### src/rtl/ctrl_pipe_regs_if.sv
// Control-word bundle between the decode stage, the E/M/W control pipeline and its consumers.
// The slave modport is the pipeline side; the master modport is the driver/observer side.
interface ctrl_pipe_regs_if #(
  parameter int REG_AW    = 5,
  parameter int RET_CNT_W = 32
);
  logic                 FlushE;
  logic                 ValidD;
  logic                 RegWriteD;
  logic                 ALUSrcD;
  logic                 MemWriteD;
  logic [1:0]           ResultSrcD;
  logic                 BranchD;
  logic [2:0]           ALUControlD;
  logic [REG_AW-1:0]    RdD;
  logic                 ZeroE;

  logic                 RegWriteE;
  logic                 ALUSrcE;
  logic                 MemWriteE;
  logic [1:0]           ResultSrcE;
  logic                 BranchE;
  logic [2:0]           ALUControlE;
  logic [REG_AW-1:0]    RdE;
  logic                 ValidE;

  logic                 RegWriteM;
  logic                 MemWriteM;
  logic [1:0]           ResultSrcM;
  logic [REG_AW-1:0]    RdM;
  logic                 ValidM;

  logic                 RegWriteW;
  logic [1:0]           ResultSrcW;
  logic [REG_AW-1:0]    RdW;
  logic                 ValidW;

  logic                 PCSrcE;
  logic [RET_CNT_W-1:0] RetireCnt;

  modport master (
    output FlushE, ValidD, RegWriteD, ALUSrcD, MemWriteD, ResultSrcD, BranchD,
           ALUControlD, RdD, ZeroE,
    input  RegWriteE, ALUSrcE, MemWriteE, ResultSrcE, BranchE, ALUControlE, RdE, ValidE,
           RegWriteM, MemWriteM, ResultSrcM, RdM, ValidM,
           RegWriteW, ResultSrcW, RdW, ValidW,
           PCSrcE, RetireCnt
  );

  modport slave (
    input  FlushE, ValidD, RegWriteD, ALUSrcD, MemWriteD, ResultSrcD, BranchD,
           ALUControlD, RdD, ZeroE,
    output RegWriteE, ALUSrcE, MemWriteE, ResultSrcE, BranchE, ALUControlE, RdE, ValidE,
           RegWriteM, MemWriteM, ResultSrcM, RdM, ValidM,
           RegWriteW, ResultSrcW, RdW, ValidW,
           PCSrcE, RetireCnt
  );
endinterface

### src/rtl/ctrl_pipe_regs.sv
// Decode-stage control word carried through the E, M and W stages, with E-stage
// bubble insertion, branch-taken select and a retired-instruction counter.
module ctrl_pipe_regs #(
  parameter int REG_AW    = 5,
  parameter int RET_CNT_W = 32
) (
  input  logic            clk,
  input  logic            rst,
  ctrl_pipe_regs_if.slave bus
);

  typedef struct packed {
    logic              reg_write;
    logic              alu_src;
    logic              mem_write;
    logic [1:0]        result_src;
    logic              branch;
    logic [2:0]        alu_control;
    logic [REG_AW-1:0] rd;
    logic              valid;
  } e_entry_t;

  typedef struct packed {
    logic              reg_write;
    logic              mem_write;
    logic [1:0]        result_src;
    logic [REG_AW-1:0] rd;
    logic              valid;
  } m_entry_t;

  typedef struct packed {
    logic              reg_write;
    logic [1:0]        result_src;
    logic [REG_AW-1:0] rd;
    logic              valid;
  } w_entry_t;

  e_entry_t             e_d, e_q;
  m_entry_t             m_d, m_q;
  w_entry_t             w_d, w_q;
  logic [RET_CNT_W-1:0] retire_cnt_d, retire_cnt_q;

  // A flushed or non-valid D entry enters E as an all-zero bubble.
  always_comb begin
    e_d = '0;
    if (!bus.FlushE && bus.ValidD) begin
      e_d.reg_write   = bus.RegWriteD;
      e_d.alu_src     = bus.ALUSrcD;
      e_d.mem_write   = bus.MemWriteD;
      e_d.result_src  = bus.ResultSrcD;
      e_d.branch      = bus.BranchD;
      e_d.alu_control = bus.ALUControlD;
      e_d.rd          = bus.RdD;
      e_d.valid       = 1'b1;
    end
  end

  always_comb begin
    m_d            = '0;
    m_d.reg_write  = e_q.reg_write;
    m_d.mem_write  = e_q.mem_write;
    m_d.result_src = e_q.result_src;
    m_d.rd         = e_q.rd;
    m_d.valid      = e_q.valid;

    w_d            = '0;
    w_d.reg_write  = m_q.reg_write;
    w_d.result_src = m_q.result_src;
    w_d.rd         = m_q.rd;
    w_d.valid      = m_q.valid;

    retire_cnt_d = retire_cnt_q;
    if (w_q.valid) begin
      retire_cnt_d = retire_cnt_q + RET_CNT_W'(1);
    end
  end

  always_ff @(posedge clk or negedge rst) begin
    if (!rst) begin
      e_q          <= '0;
      m_q          <= '0;
      w_q          <= '0;
      retire_cnt_q <= '0;
    end else begin
      e_q          <= e_d;
      m_q          <= m_d;
      w_q          <= w_d;
      retire_cnt_q <= retire_cnt_d;
    end
  end

  assign bus.RegWriteE   = e_q.reg_write;
  assign bus.ALUSrcE     = e_q.alu_src;
  assign bus.MemWriteE   = e_q.mem_write;
  assign bus.ResultSrcE  = e_q.result_src;
  assign bus.BranchE     = e_q.branch;
  assign bus.ALUControlE = e_q.alu_control;
  assign bus.RdE         = e_q.rd;
  assign bus.ValidE      = e_q.valid;

  assign bus.RegWriteM   = m_q.reg_write;
  assign bus.MemWriteM   = m_q.mem_write;
  assign bus.ResultSrcM  = m_q.result_src;
  assign bus.RdM         = m_q.rd;
  assign bus.ValidM      = m_q.valid;

  assign bus.RegWriteW   = w_q.reg_write;
  assign bus.ResultSrcW  = w_q.result_src;
  assign bus.RdW         = w_q.rd;
  assign bus.ValidW      = w_q.valid;

  // Taken select is combinational on the live ALU flag so fetch redirects this cycle.
  assign bus.PCSrcE    = e_q.branch & bus.ZeroE & e_q.valid;
  assign bus.RetireCnt = retire_cnt_q;

endmodule

### src/flat_wrapper.sv
// flat-port wrapper written by rule: the top's interface ports become plain ports
module ctrl_pipe_regs_flat 
#(
  parameter int REG_AW    = 5,
  parameter int RET_CNT_W = 32
)
  (clk, rst, bus_FlushE, bus_ValidD, bus_RegWriteD, bus_ALUSrcD, bus_MemWriteD, bus_ResultSrcD, bus_BranchD, bus_ALUControlD, bus_RdD, bus_ZeroE, bus_RegWriteE, bus_ALUSrcE, bus_MemWriteE, bus_ResultSrcE, bus_BranchE, bus_ALUControlE, bus_RdE, bus_ValidE, bus_RegWriteM, bus_MemWriteM, bus_ResultSrcM, bus_RdM, bus_ValidM, bus_RegWriteW, bus_ResultSrcW, bus_RdW, bus_ValidW, bus_PCSrcE, bus_RetireCnt);
  ctrl_pipe_regs_if #(.REG_AW(REG_AW), .RET_CNT_W(RET_CNT_W)) bus_i ();
  input  logic clk;
  input  logic rst;
  input wire logic [$bits(bus_i.FlushE)-1:0] bus_FlushE;
  input wire logic [$bits(bus_i.ValidD)-1:0] bus_ValidD;
  input wire logic [$bits(bus_i.RegWriteD)-1:0] bus_RegWriteD;
  input wire logic [$bits(bus_i.ALUSrcD)-1:0] bus_ALUSrcD;
  input wire logic [$bits(bus_i.MemWriteD)-1:0] bus_MemWriteD;
  input wire logic [$bits(bus_i.ResultSrcD)-1:0] bus_ResultSrcD;
  input wire logic [$bits(bus_i.BranchD)-1:0] bus_BranchD;
  input wire logic [$bits(bus_i.ALUControlD)-1:0] bus_ALUControlD;
  input wire logic [$bits(bus_i.RdD)-1:0] bus_RdD;
  input wire logic [$bits(bus_i.ZeroE)-1:0] bus_ZeroE;
  output wire logic [$bits(bus_i.RegWriteE)-1:0] bus_RegWriteE;
  output wire logic [$bits(bus_i.ALUSrcE)-1:0] bus_ALUSrcE;
  output wire logic [$bits(bus_i.MemWriteE)-1:0] bus_MemWriteE;
  output wire logic [$bits(bus_i.ResultSrcE)-1:0] bus_ResultSrcE;
  output wire logic [$bits(bus_i.BranchE)-1:0] bus_BranchE;
  output wire logic [$bits(bus_i.ALUControlE)-1:0] bus_ALUControlE;
  output wire logic [$bits(bus_i.RdE)-1:0] bus_RdE;
  output wire logic [$bits(bus_i.ValidE)-1:0] bus_ValidE;
  output wire logic [$bits(bus_i.RegWriteM)-1:0] bus_RegWriteM;
  output wire logic [$bits(bus_i.MemWriteM)-1:0] bus_MemWriteM;
  output wire logic [$bits(bus_i.ResultSrcM)-1:0] bus_ResultSrcM;
  output wire logic [$bits(bus_i.RdM)-1:0] bus_RdM;
  output wire logic [$bits(bus_i.ValidM)-1:0] bus_ValidM;
  output wire logic [$bits(bus_i.RegWriteW)-1:0] bus_RegWriteW;
  output wire logic [$bits(bus_i.ResultSrcW)-1:0] bus_ResultSrcW;
  output wire logic [$bits(bus_i.RdW)-1:0] bus_RdW;
  output wire logic [$bits(bus_i.ValidW)-1:0] bus_ValidW;
  output wire logic [$bits(bus_i.PCSrcE)-1:0] bus_PCSrcE;
  output wire logic [$bits(bus_i.RetireCnt)-1:0] bus_RetireCnt;
  assign bus_i.FlushE = bus_FlushE;
  assign bus_i.ValidD = bus_ValidD;
  assign bus_i.RegWriteD = bus_RegWriteD;
  assign bus_i.ALUSrcD = bus_ALUSrcD;
  assign bus_i.MemWriteD = bus_MemWriteD;
  assign bus_i.ResultSrcD = bus_ResultSrcD;
  assign bus_i.BranchD = bus_BranchD;
  assign bus_i.ALUControlD = bus_ALUControlD;
  assign bus_i.RdD = bus_RdD;
  assign bus_i.ZeroE = bus_ZeroE;
  assign bus_RegWriteE = bus_i.RegWriteE;
  assign bus_ALUSrcE = bus_i.ALUSrcE;
  assign bus_MemWriteE = bus_i.MemWriteE;
  assign bus_ResultSrcE = bus_i.ResultSrcE;
  assign bus_BranchE = bus_i.BranchE;
  assign bus_ALUControlE = bus_i.ALUControlE;
  assign bus_RdE = bus_i.RdE;
  assign bus_ValidE = bus_i.ValidE;
  assign bus_RegWriteM = bus_i.RegWriteM;
  assign bus_MemWriteM = bus_i.MemWriteM;
  assign bus_ResultSrcM = bus_i.ResultSrcM;
  assign bus_RdM = bus_i.RdM;
  assign bus_ValidM = bus_i.ValidM;
  assign bus_RegWriteW = bus_i.RegWriteW;
  assign bus_ResultSrcW = bus_i.ResultSrcW;
  assign bus_RdW = bus_i.RdW;
  assign bus_ValidW = bus_i.ValidW;
  assign bus_PCSrcE = bus_i.PCSrcE;
  assign bus_RetireCnt = bus_i.RetireCnt;
  ctrl_pipe_regs #(.REG_AW(REG_AW), .RET_CNT_W(RET_CNT_W)) u_core (.clk(clk), .rst(rst), .bus(bus_i));
endmodule
### config.mk
export PLATFORM = sky130hd
export DESIGN_NAME = ctrl_pipe_regs_flat
export DESIGN_NICKNAME = d
export VERILOG_FILES = /design/src/rtl/ctrl_pipe_regs_if.sv /design/src/rtl/ctrl_pipe_regs.sv /design/src/flat_wrapper.sv
export SDC_FILE = /design/constraint.sdc
export NUM_CORES = 1
export LEC_CHECK = 0
export ABC_AREA = 1
export BUFFER_PORTS_ARGS = -buffer_cell sky130_fd_sc_hd__buf_4
export CELL_PAD_IN_SITES_DETAIL_PLACEMENT = 0
export CELL_PAD_IN_SITES_GLOBAL_PLACEMENT = 1
export CORE_MARGIN = 2
export CORE_UTILIZATION = 38
export DETAILED_ROUTE_END_ITERATION = 8
export PLACE_DENSITY_LB_ADDON = 0.1
export SLEW_MARGIN = 20
export SYNTH_ARGS = -nofsm -noshare
export SYNTH_HDL_FRONTEND = slang
export SYNTH_SLANG_ARGS = --single-unit
### constraint.sdc
create_clock -name clk -period 1.85 [get_ports clk]
set_input_delay 0.0925 -clock clk [delete_from_list [all_inputs] [get_ports clk]]
set_output_delay 0.0925 -clock clk [all_outputs]
set_load 0.01 [all_outputs]
# [After elaboration in Yosys (flattened, before gate mapping)]
# Index checks and enable logic that the tools add are counted.
[word_totals] mem_count=0 mem_bits_ro=0 inputBits=19 ram_bits=0 out_inout_bits=67 regBits=66 wordCells=24 latchBits=0
[op_classes] n_lt_le_gt_ge=0 n_addsub=1 muxes=1 multipliers=0 div_mod_pow=0 eq_ne=0 n_bitwise=2 n_reduce_logical=2 shift=0
[op_table] op="32-bit by 1-bit adder with 32-bit output (second input constant)" n=1
[op_table] op="15-bit two-way mux" n=1
[op_table] op="1-bit bitwise AND" n=2
[op_table] op="1-bit logical AND" n=1
[op_table] op="1-bit logical NOT" n=1

# [Depth between registers and ports, before layout]
# Gate-level depths: netlist of the first run.
[depth] ltp_word=3 depth_mapped=9 mapped_depth_nobuf=9

# [Worst setup path after synthesis of the first run]
# Ideal clock, no wire load.
[synth_path] path_type="reg-to-reg" from="reg u_core.retire_cnt_q[0], in the netlist u_core.bus.RetireCnt[0]" to="reg u_core.retire_cnt_q[26], in the netlist u_core.bus.RetireCnt[26]" synth_period_minus_slack_ns=1.425 arrival_time_ns=1.308 stages_incl_launch_ff=9 required_ns=1.733 n_path_buf=0 path_slack_ns=0.425 setup_ns=0.117 cell_sequence="dfrtp_1 > ha_1 > nand3_2 > nor2_4 > nand2_2 > nor2_4 > nand3_1 > nand2_1 > nand2_1"
[synth_between] elab_chain_cells=1
[synth_lines] element="start, declared" line="ctrl_pipe_regs.sv:41" source="logic [RET_CNT_W-1:0] retire_cnt_d, retire_cnt_q;"
[synth_lines] element="start signal, assigned" line="ctrl_pipe_regs.sv:88" source="retire_cnt_q <= retire_cnt_d;"
[synth_lines] element="32-bit by 1-bit adder with 32-bit output" line="ctrl_pipe_regs.sv:74" source="retire_cnt_d = retire_cnt_q + RET_CNT_W'(1);"
# No other way between the ends.
# A chain may end at the register's enable or synchronous reset.

# [Worst setup path in the final report of the first run]
# Same ends and word-level chain as after synthesis.

==> results of run 1 <==
## state kept, by name, summed over array words and instances (netlist names)
register	count
u_core.bus.RegWriteE	1
u_core.bus.RdE	5
u_core.bus.RdW	5
u_core.bus.ResultSrcM	2
u_core.bus.BranchE	1
u_core.bus.ValidW	1
u_core.bus.RegWriteW	1
u_core.bus.ResultSrcE	2
u_core.bus.MemWriteM	1
u_core.bus.RegWriteM	1
u_core.bus.ValidE	1
u_core.bus.ResultSrcW	2
u_core.bus.ALUSrcE	1
u_core.bus.ALUControlE	3
u_core.bus.RdM	5
u_core.bus.MemWriteE	1
u_core.bus.RetireCnt	32
u_core.bus.ValidM	1
## repair_timing
action / CTS / global route
hold buffers: 17 / 0
endpoints found under the hold margin: 45 / 0
setup buffers: 0 / 0
## layout make-up
type                    count  area (µm²)
fillers                   677        3300
flip-flops and latches     66        1650
multi-input cells         175        1000
repair buffers            103         828
inverters                  45         171
clock buffers               9         124
well taps                  99         124
clock inverters             7        51.3
## worst max-delay path, delay by kind of cell, from the launching register on
kind          cells  cell delay (ps)
simple gates      7              770
flops             1              450
fa+ha+maj         1              220
## metal layers
metal | wire length, µm | part of all wire | global-route usage
met5 | 0 | 0 | 0
met4 | 95 | 0.015 | 0.0577
met1 | 2740 | 0.44 | 0.197
met2 | 2820 | 0.46 | 0.266
met3 | 528 | 0.085 | 0.0676
## power by group
part | internal [W] | total, W | switching [W]
logic | 0.000208 | 0.000404 | 0.000197
registers | 0.00152 | 0.00163 | 0.000104
clock network | 0.000495 | 0.00111 | 0.000614
total | 0.00223 | 0.00314 | 0.000914
## layout by cell type (no fill, tap or decap), types with 9 or more instances in the layout
cell / synthesis / routed
nand4_1: 11 / 11
nand3_1: 16 / 16
nand2_1: 59 / 59
xor2_1: 14 / 14
clkbuf_8: 0 / 9
inv_1: 42 / 42
dlygate4sd3_1: 0 / 17
nor2_4: 9 / 9
buf_4: 0 / 85
nor2_1: 30 / 30
dfrtp_1: 66 / 66
## through the flow
stage / hold WS (ps) / utilization / cell area (µm²) / total power, W
2_1_floorplan: -203 / - / 2840 / 0.00181
3_3_place_gp: 63.1 / 0.497 / 3600 / 0.00204
3_5_place_dp: 59.6 / 0.497 / 3600 / 0.00204
4_1_cts: 233 / 0.545 / 3950 / 0.00317
5_1_grt: 259 / 0.545 / 3950 / 0.00328
6_report: 220 / 0.545 / 3950 / 0.00314
## how the worst max path moves through the flow
stage / start / endpoint / slack (ps) / cells past startpoint
global placement: u_core.bus.RetireCnt[0] / u_core.bus.RetireCnt[30] / 380 / 8
finish: u_core.bus.RetireCnt[0] / u_core.bus.RetireCnt[26] / 290 / 8
floorplan: u_core.bus.RetireCnt[0] / u_core.bus.RetireCnt[26] / 430 / 8
global route: u_core.bus.RetireCnt[0] / u_core.bus.RetireCnt[28] / 130 / 8
detailed placement: u_core.bus.RetireCnt[0] / u_core.bus.RetireCnt[26] / 290 / 8
CTS: u_core.bus.RetireCnt[0] / u_core.bus.RetireCnt[26] / 270 / 8
## logic make-up after synthesis
| kind of cell | count (synthesis) | share of synthesized area |
|---|---|---|
| adder cells (fa/ha/maj) | 1 | 0.00441 |
| XOR/XNOR | 18 | 0.0556 |
| AND/OR/NAND/NOR | 156 | 0.292 |
| buffers and inverters | 47 | 0.0657 |
| flip-flops | 66 | 0.582 |
==> out/metrics.csv, run 1 <==
metric;value;unit
ant_nets;0;
synth_top_area_frac;0.582;
hp-class;primary input to async pin;
reg2reg_depth;8;
critPathCaptureType;flop;
relSlewSlack;0.693;
grt_pass1_wl;10600;µm
setup_tns;0;ps
critPathKind;flop to flop;
r2r-end;u_core.bus.RetireCnt[26];
max_stage_delay;450;ps
synth_area_leaders;dfrtp_1 (58%), nand2_1 (7.8%), inv_1 (5.6%), xor2_1 (4.3%), nor2_1 (4.0%);
cts_buffer_depth;2;
ff2ff_setup_slack;290;ps
antenna_found_initial;0;
fmax;0.642;GHz
grt_pass1_vias;2303;
synth.distinct_cells;23;
yosysMostFrequentCell;dfrtp_1;
grt_start_max_net_pins;37;
dp_hpwl;4480;µm
fin_ws;292;ps
yosys_warnings;0;
syn-cell-area;0.00284;mm²
synthArstFlopShare;1.00;
rsz0062_at_grt;false;
first_pass_iters;4;
portBuffers;85;
status;completed;
vias;2235;
avgSynthCellArea;9.85;µm²
worstReg2RegStart;u_core.bus.RetireCnt[0];
maxSlewViolCount;0;
p_leak;2.16;nW
fin_crit;1560;ps
fp.dieW;90.4;µm
ir_drop;456;µV
die_area;0.00817;mm²
num_io_pins;86;
finalWirelength;6180;µm
clkLatencyLatePin;340;ps
dp_cells;471;
root_buffer;clkbuf_8;
finalSetupViolations;0;
fp.coreArea;0.00725;mm²
wl_per_cell;12.3;µm
cts_inserted_buffers;9;
path_clk_slew;80;ps
p_per_area;795;mW/mm²
via_per_inst;4.43;
cp_max_fo;9;
synth_edf_count;0;
tritoncts;done;
cpMaxStageDelayCell;dfrtp_1;
worst_pin_slew;461;ps
fin_skew;8.96;ps
cp.required;2090;ps
cp-start-kind;flop;
synth_largest_area_cell;dfrtp_1;
instances_no_fill;504;
ctsResizeCount;0;
ys_ff_latch;66;
drive_above_1_share;0.333;
final_nets;420;
initial_core_util;0.391;
cap_viol_max_count;0;
drt_first_iter_violations;60;
syn2layout_area_growth;39.2;%
ys_seq_area_frac;0.582;
htreeDepth;3;
dp_slack;286;ps
path_cells;ha_1 > nand3_2 > nor2_4 > nand2_2 > nor2_4 > nand3_1 > nand2_1 > nand2_1;
drc;0;
antenna_cells;0;
cts_sinks;66;
fin_crit_sh;0.842;
gr-total-overflow;0;
syn_nets;308;
gp_congestion;0.757;
synthTopCellsByCount;dfrtp_1 (66), nand2_1 (59), inv_1 (42);
finalHoldViolCount;0;
synthFlopType;dfrtp_1;
track_usage;0.164;
rows;31;
fp.dieH;90.4;µm
synthCells;288;
worstPathArrival;1800;ps
(Power assumes the default switching activity.)
==> run 2, diff against run 1 <==
--- a/config.mk
+++ b/config.mk
@@ -5,12 +5,12 @@
 export SDC_FILE = /design/constraint.sdc
 export NUM_CORES = 1
 export LEC_CHECK = 0
-export ABC_AREA = 1
+export ABC_AREA = 0
 export BUFFER_PORTS_ARGS = -buffer_cell sky130_fd_sc_hd__buf_4
 export CELL_PAD_IN_SITES_DETAIL_PLACEMENT = 0
 export CELL_PAD_IN_SITES_GLOBAL_PLACEMENT = 1
 export CORE_MARGIN = 2
-export CORE_UTILIZATION = 38
+export CORE_UTILIZATION = 35
 export DETAILED_ROUTE_END_ITERATION = 8
 export PLACE_DENSITY_LB_ADDON = 0.1
 export SLEW_MARGIN = 20
==> constraint.sdc (replaced) <==
create_clock -name clk -period 1.4 [get_ports clk]
set_input_delay 0.07 -clock clk [delete_from_list [all_inputs] [get_ports clk]]
set_output_delay 0.07 -clock clk [all_outputs]
set_load 0.01 [all_outputs]
==> run 2 against run 1 <==
  * The flow now finishes with violations (negative setup slack)
  * Core utilization grew 3.8 points
  * Clock power is 36% higher
  * Global-route usage decreased by 1.3 points
  * Total power rose by 39%
  * Clock skew up 0.56 ps
  * Via count is 17% lower
  * Worst hold slack got worse by 170 ps
  * Critical path type unchanged
  * Critical endpoint is now u_core.bus.RetireCnt[31]
  * Highest routed layer unchanged
==> out/metrics.csv, run 2 <==
metric;value;unit
p_clk_frac;0.347;
ant_nets;0;
drt_first_iter_violations;42;
cap_viol_max_count;0;
multiInputGateArea;875;µm²
largest_reg_flops;32;
area.sequential;0.00166;mm²
path_clk_slew;70;ps
dp_hpwl;3800;µm
gp_congestion;0.725;
cpMaxStageDelayCell;dfrtp_2;
p_sw_frac;0.252;
final_common_cell;buf_4;
first_pass_iters;4;
htreeDepth;3;
reg2reg_depth;5;
cts_buffer_depth;2;
synth.distinct_cells;23;
cp_max_fo;6;
finalHoldViolCount;0;
ys_ff_latch;66;
power;0.00436;W
drc;0;
p_sw;0.00110;W
root_buffer;clkbuf_8;
fin_crit;1430;ps
cts_inserted_buffers;9;
critPathCaptureType;flop;
syn-cell-area;0.00245;mm²
status;finished, violations left;
vias;1853;
critical_path.startpoint;u_core.bus.RetireCnt[6];
path_cells;nand3_4 > nor4_4 > buf_4 > nand4_1 > xnor2_1;
p_int;0.00326;W
worstPathArrival;1640;ps
r2r-end;u_core.bus.RetireCnt[31];
via_per_inst;4.31;
rows;30;
ir_drop;633;µV
cts_sinks;66;
p_comb_frac;0.170;
drive_above_1_share;0.497;
ys_seq_area_frac;0.674;
yosysMostFrequentCell;dfrtp_1;
syn_nets;199;
fp.dieW;87.7;µm
synthCells;179;
relSlewSlack;0.734;
grt_pass1_vias;1892;
wl_per_cell;12.7;µm
final_nets;349;
synthFlopType;dfrtp_1;
max_stage_delay;390;ps
gr-total-overflow;0;
fmax;0.700;GHz
antenna_cells;0;
layout_common_cells;buf_4 (125), dfrtp_1 (60), xnor2_1 (22);
synth_edf_count;0;
die_area;0.00769;mm²
synth_top_area_frac;0.674;
synth_largest_area_cell;dfrtp_1;
tritoncts;done;
p_per_area;1100;mW/mm²
hp-class;primary input to flop;
grt_pass1_wl;8670;µm
syn2layout_area_growth;61.6;%
sequentialPowerShare;0.483;
p_leak;2.08;nW
yosys_warnings;0;
place_area;0.00348;mm²
maxSlewViolCount;0;
critPathKind;flop to flop;
synthArstFlopShare;1.00;
nFillCells;580;
fin_skew;9.52;ps
whs;54.0;ps
cp.required;1620;ps
fin_ws;-27.7;ps
finalWirelength;5480;µm
finalSetupViolations;5;
worstReg2RegStart;u_core.bus.RetireCnt[6];
portBuffers;85;
fp.dieH;87.7;µm
crit_end;u_core.bus.RetireCnt[31];
clkLatencyLatePin;330;ps
initial_core_util;0.361;
ff2ff_setup_slack;-30;ps
antenna_found_initial;0;
fp.coreArea;0.00679;mm²
synthTopCellsByCount;dfrtp_1 (66), xnor2_1 (23), and2_1 (16);
cp-start-kind;flop;
worst_pin_slew;400;ps
num_io_pins;86;
fin_util;0.583;
fin_crit_sh;1.02;
stdcell_area;0.00396;mm²
synth_area_leaders;dfrtp_1 (67%), xnor2_1 (8.2%), and2_1 (4.1%), xor2_1 (2.9%), nand4_1 (2.8%);
grt_start_max_net_pins;38;
avgSynthCellArea;13.7;µm²
rsz0062_at_grt;true;
track_usage;0.150;
violations;negative setup slack;
[run 2: layout make-up]
cell class | count | share of cell area
tap | 96 | 0.0303
timing repair buffer | 142 | 0.283
sequential | 66 | 0.419
multi-input combinational | 110 | 0.221
clock inverter | 4 | 0.0133
clock buffer | 12 | 0.0341
[run 2: stage by stage]
| step | TNS, ps | setup slack (ps) | cells |
|---|---|---|---|
| finish | -85.9 | -27.7 | 430 |
| global route | -1080 | -136 | 430 |
| CTS | -122 | -35.6 | 426 |
| detailed placement | -138 | -55.2 | 392 |
| global placement | -19.9 | -15.5 | 392 |
| floorplan | 0 | 5.72 | 179 |
[run 2: what timing repair did]
| item | 4_1_cts | 5_1_grt |
|---|---|---|
| hold endpoints to repair | 43 | 0 |
| buffers inserted | 2 | 4 |
| pin swaps | 2 | 10 |
| resized for setup | 6 | 14 |
| hold buffers | 15 | 0 |
| gates cloned | 1 | 0 |
| setup endpoints to repair | 4 | 19 |
[run 2: power groups by stage]
stage                     Sequential (W)  Combinational [W]  Clock (W)
after floorplan                  0.00224           0.000142          0
after global placement           0.00214           0.000690          0
after detailed placement         0.00214           0.000695          0
after CTS                        0.00210           0.000737    0.00155
after global routing             0.00212           0.000808    0.00165
final                            0.00211           0.000740    0.00151
[run 2: kinds of logic (layout without fill, tap and decap cells)]
kind of cell,after synthesis,count (layout),synth area share
mux,1,1,0.00459
flops,66,66,0.674
simple gates,77,77,0.199
xor+xnor,31,31,0.111
fa+ha+maj,1,1,0.00510
buf+inv,3,158,0.00663
[run 2: worst max-delay path, delay by kind of cell, from the launching register on]
kind                      cells  cell delay [ps]
and+or+nand+nor               3              560
buffers and inverters         1              230
xor gates and xnor gates      1              140
DFF                           1              390
[run 2: worst min path at each step]
stage                           from                         to  slack, ps  cells after the start
after global routing      bus_FlushE          u_core.bus.ValidE         50                      3
after global placement           rst   u_core.bus.RetireCnt[10]         30                      1
after detailed placement         rst   u_core.bus.RetireCnt[11]         30                      1
after floorplan                  rst  u_core.bus.ALUControlE[0]       -230                      0
after CTS                 bus_FlushE          u_core.bus.ValidE         40                      3
final                     bus_FlushE          u_core.bus.ValidE         50                      3
[run 2: routing by layer]
metal | up-vias | global-route usage | wire length [µm]
met5 | - | 0 | 0
li1 | 914 | - | -
met1 | 875 | 0.185 | 2310
met3 | 7 | 0.0594 | 375
met2 | 57 | 0.236 | 2720
met4 | 0 | 0.0629 | 76
==> run 3, diff against run 2 <==
--- a/config.mk
+++ b/config.mk
@@ -11,6 +11,7 @@
 export CELL_PAD_IN_SITES_GLOBAL_PLACEMENT = 1
 export CORE_MARGIN = 2
 export CORE_UTILIZATION = 35
+export CTS_BUF_LIST = sky130_fd_sc_hd__clkbuf_16
 export DETAILED_ROUTE_END_ITERATION = 8
 export PLACE_DENSITY_LB_ADDON = 0.1
 export SLEW_MARGIN = 20
==> run 3 against run 2 <==
  * The flow now finishes without violations
  * Setup slack improved by 45 ps
  * Wire length fell by 2.9%
  * Core utilization rose by 1.0 points
  * Critical endpoint is now u_core.bus.RetireCnt[30]
==> out/metrics.csv, run 3 (synthesized netlist as in run 2, its figures left out) <==
metric;value;unit
gr-total-overflow;0;
cts_sinks;66;
worstReg2RegStart;u_core.bus.RetireCnt[7];
cap_viol_max_count;0;
antenna_found_initial;0;
first_pass_iters;4;
largest_reg_flops;32;
num_io_pins;86;
syn2layout_area_growth;64.5;%
critical_path.startpoint;u_core.bus.RetireCnt[7];
cp-start-kind;flop;
holdCritStartpoint;bus_FlushE;
final_nets;346;
cp.required;1640;ps
final_common_cell;buf_4;
maxSlewViolCount;0;
cp_max_fo;6;
vias;1853;
fin_crit;1380;ps
multiInputGateArea;867;µm²
fp.coreArea;0.00679;mm²
tritoncts;done;
finalHoldViolCount;0;
ant_nets;0;
status;completed;
nFillCells;569;
cts_buffer_depth;2;
critPathKind;flop to flop;
antenna_cells;0;
hp-class;primary input to flop;
fmax;0.723;GHz
whs;67.9;ps
relSlewSlack;0.737;
rsz0062_at_grt;true;
gp_congestion;0.725;
finalSetupViolations;0;
setup_tns;0;ps
rows;30;
root_buffer;clkbuf_16;
drive_above_1_share;0.489;
fin_util;0.594;
dp_hpwl;3800;µm
drc;0;
critPathCaptureType;flop;
worst_pin_slew;395;ps
drt_first_iter_violations;40;
grt_start_max_net_pins;38;
fp.dieW;87.7;µm
p_per_area;1230;mW/mm²
finalWirelength;5320;µm
ff2ff_setup_slack;20;ps
htreeDepth;3;
ir_drop;971;µV
area.sequential;0.00166;mm²
portBuffers;85;
die_area;0.00769;mm²
wl_per_cell;12.5;µm
path_clk_slew;50;ps
fin_skew;6.44;ps
grt_pass1_vias;1862;
p_leak;2.11;nW
via_per_inst;4.34;
fin_crit_sh;0.988;
initial_core_util;0.361;
track_usage;0.148;
fp.dieH;87.7;µm
grt_pass1_wl;8570;µm
clkLatencyLatePin;320;ps
worstPathArrival;1620;ps
layout_common_cells;buf_4 (122), dfrtp_1 (60), xnor2_1 (22);
cts_inserted_buffers;9;
==> run 3: changes by cell type in the layout (fill, tap and decap cells not counted), moves of 2 or more <==
cell       change
inv_1          +3
clkbuf_1       -3
buf_4          -3
clkbuf_8       -9
nor3_2         +2
clkbuf_16      +9
==> run 3: worst paths after layout <==
check,to,cells after the start
max in group asynchronous,u_core.bus.ResultSrcW[0],3
min reg2reg,u_core.bus.RdM[2],0
min,u_core.bus.ValidE,3
max,u_core.bus.RetireCnt[30],5
max reg2reg,u_core.bus.RetireCnt[30],5
min in group asynchronous,u_core.bus.RetireCnt[11],2
==> run 3: routing by layer <==
layer  global-route usage  wire length [µm]
met1                0.183              2300
met2                0.231              2570
met3               0.0679               392
met4               0.0503                51
met5                    0                 0
==> run 3: repair_timing <==
action                                  in CTS  in global routing
buffers inserted                             1                  2
hold endpoints to repair                    43                  0
cloned                                       1                  0
endpoints found under the setup margin       4                 18
resized for setup                            4                 15
hold buffers                                15                  0
pin swaps                                    2                  9
==> run 3: worst max-delay path: stages, from the launching register on <==
cell	delay, ps
dfrtp_2	380
nand3_4	90
nor4_4	330
buf_6	160
nor4b_4	190
xor2_1	160
==> run 3: cell type report <==
type	instances	share of cell area
tap	96	0.0298
timing repair buffer	139	0.272
multi-input combinational	110	0.215
clock buffer	9	0.0558
clock inverter	7	0.0158
sequential	66	0.411
==> run 3: report_power, final <==
group | switching (W) | internal (W) | total (W)
sequential | 0.0000842 | 0.00203 | 0.00212
combinational | 0.000331 | 0.000407 | 0.000738
clock | 0.000761 | 0.00136 | 0.00212
total | 0.00118 | 0.00380 | 0.00497
==> run 3: through the flow <==
| stage | total power (W) | setup WS [ps] | instance area (µm²) | cells |
|---|---|---|---|---|
| finish | 0.00497 | 17.0 | 4030 | 427 |
| global route | 0.00521 | -106 | 4030 | 427 |
| CTS | 0.00501 | -46.1 | 3950 | 425 |
| detailed placement | 0.00283 | -55.2 | 3480 | 392 |
| global placement | 0.00283 | -15.5 | 3480 | 392 |
| floorplan | 0.00238 | 5.72 | 2460 | 179 |
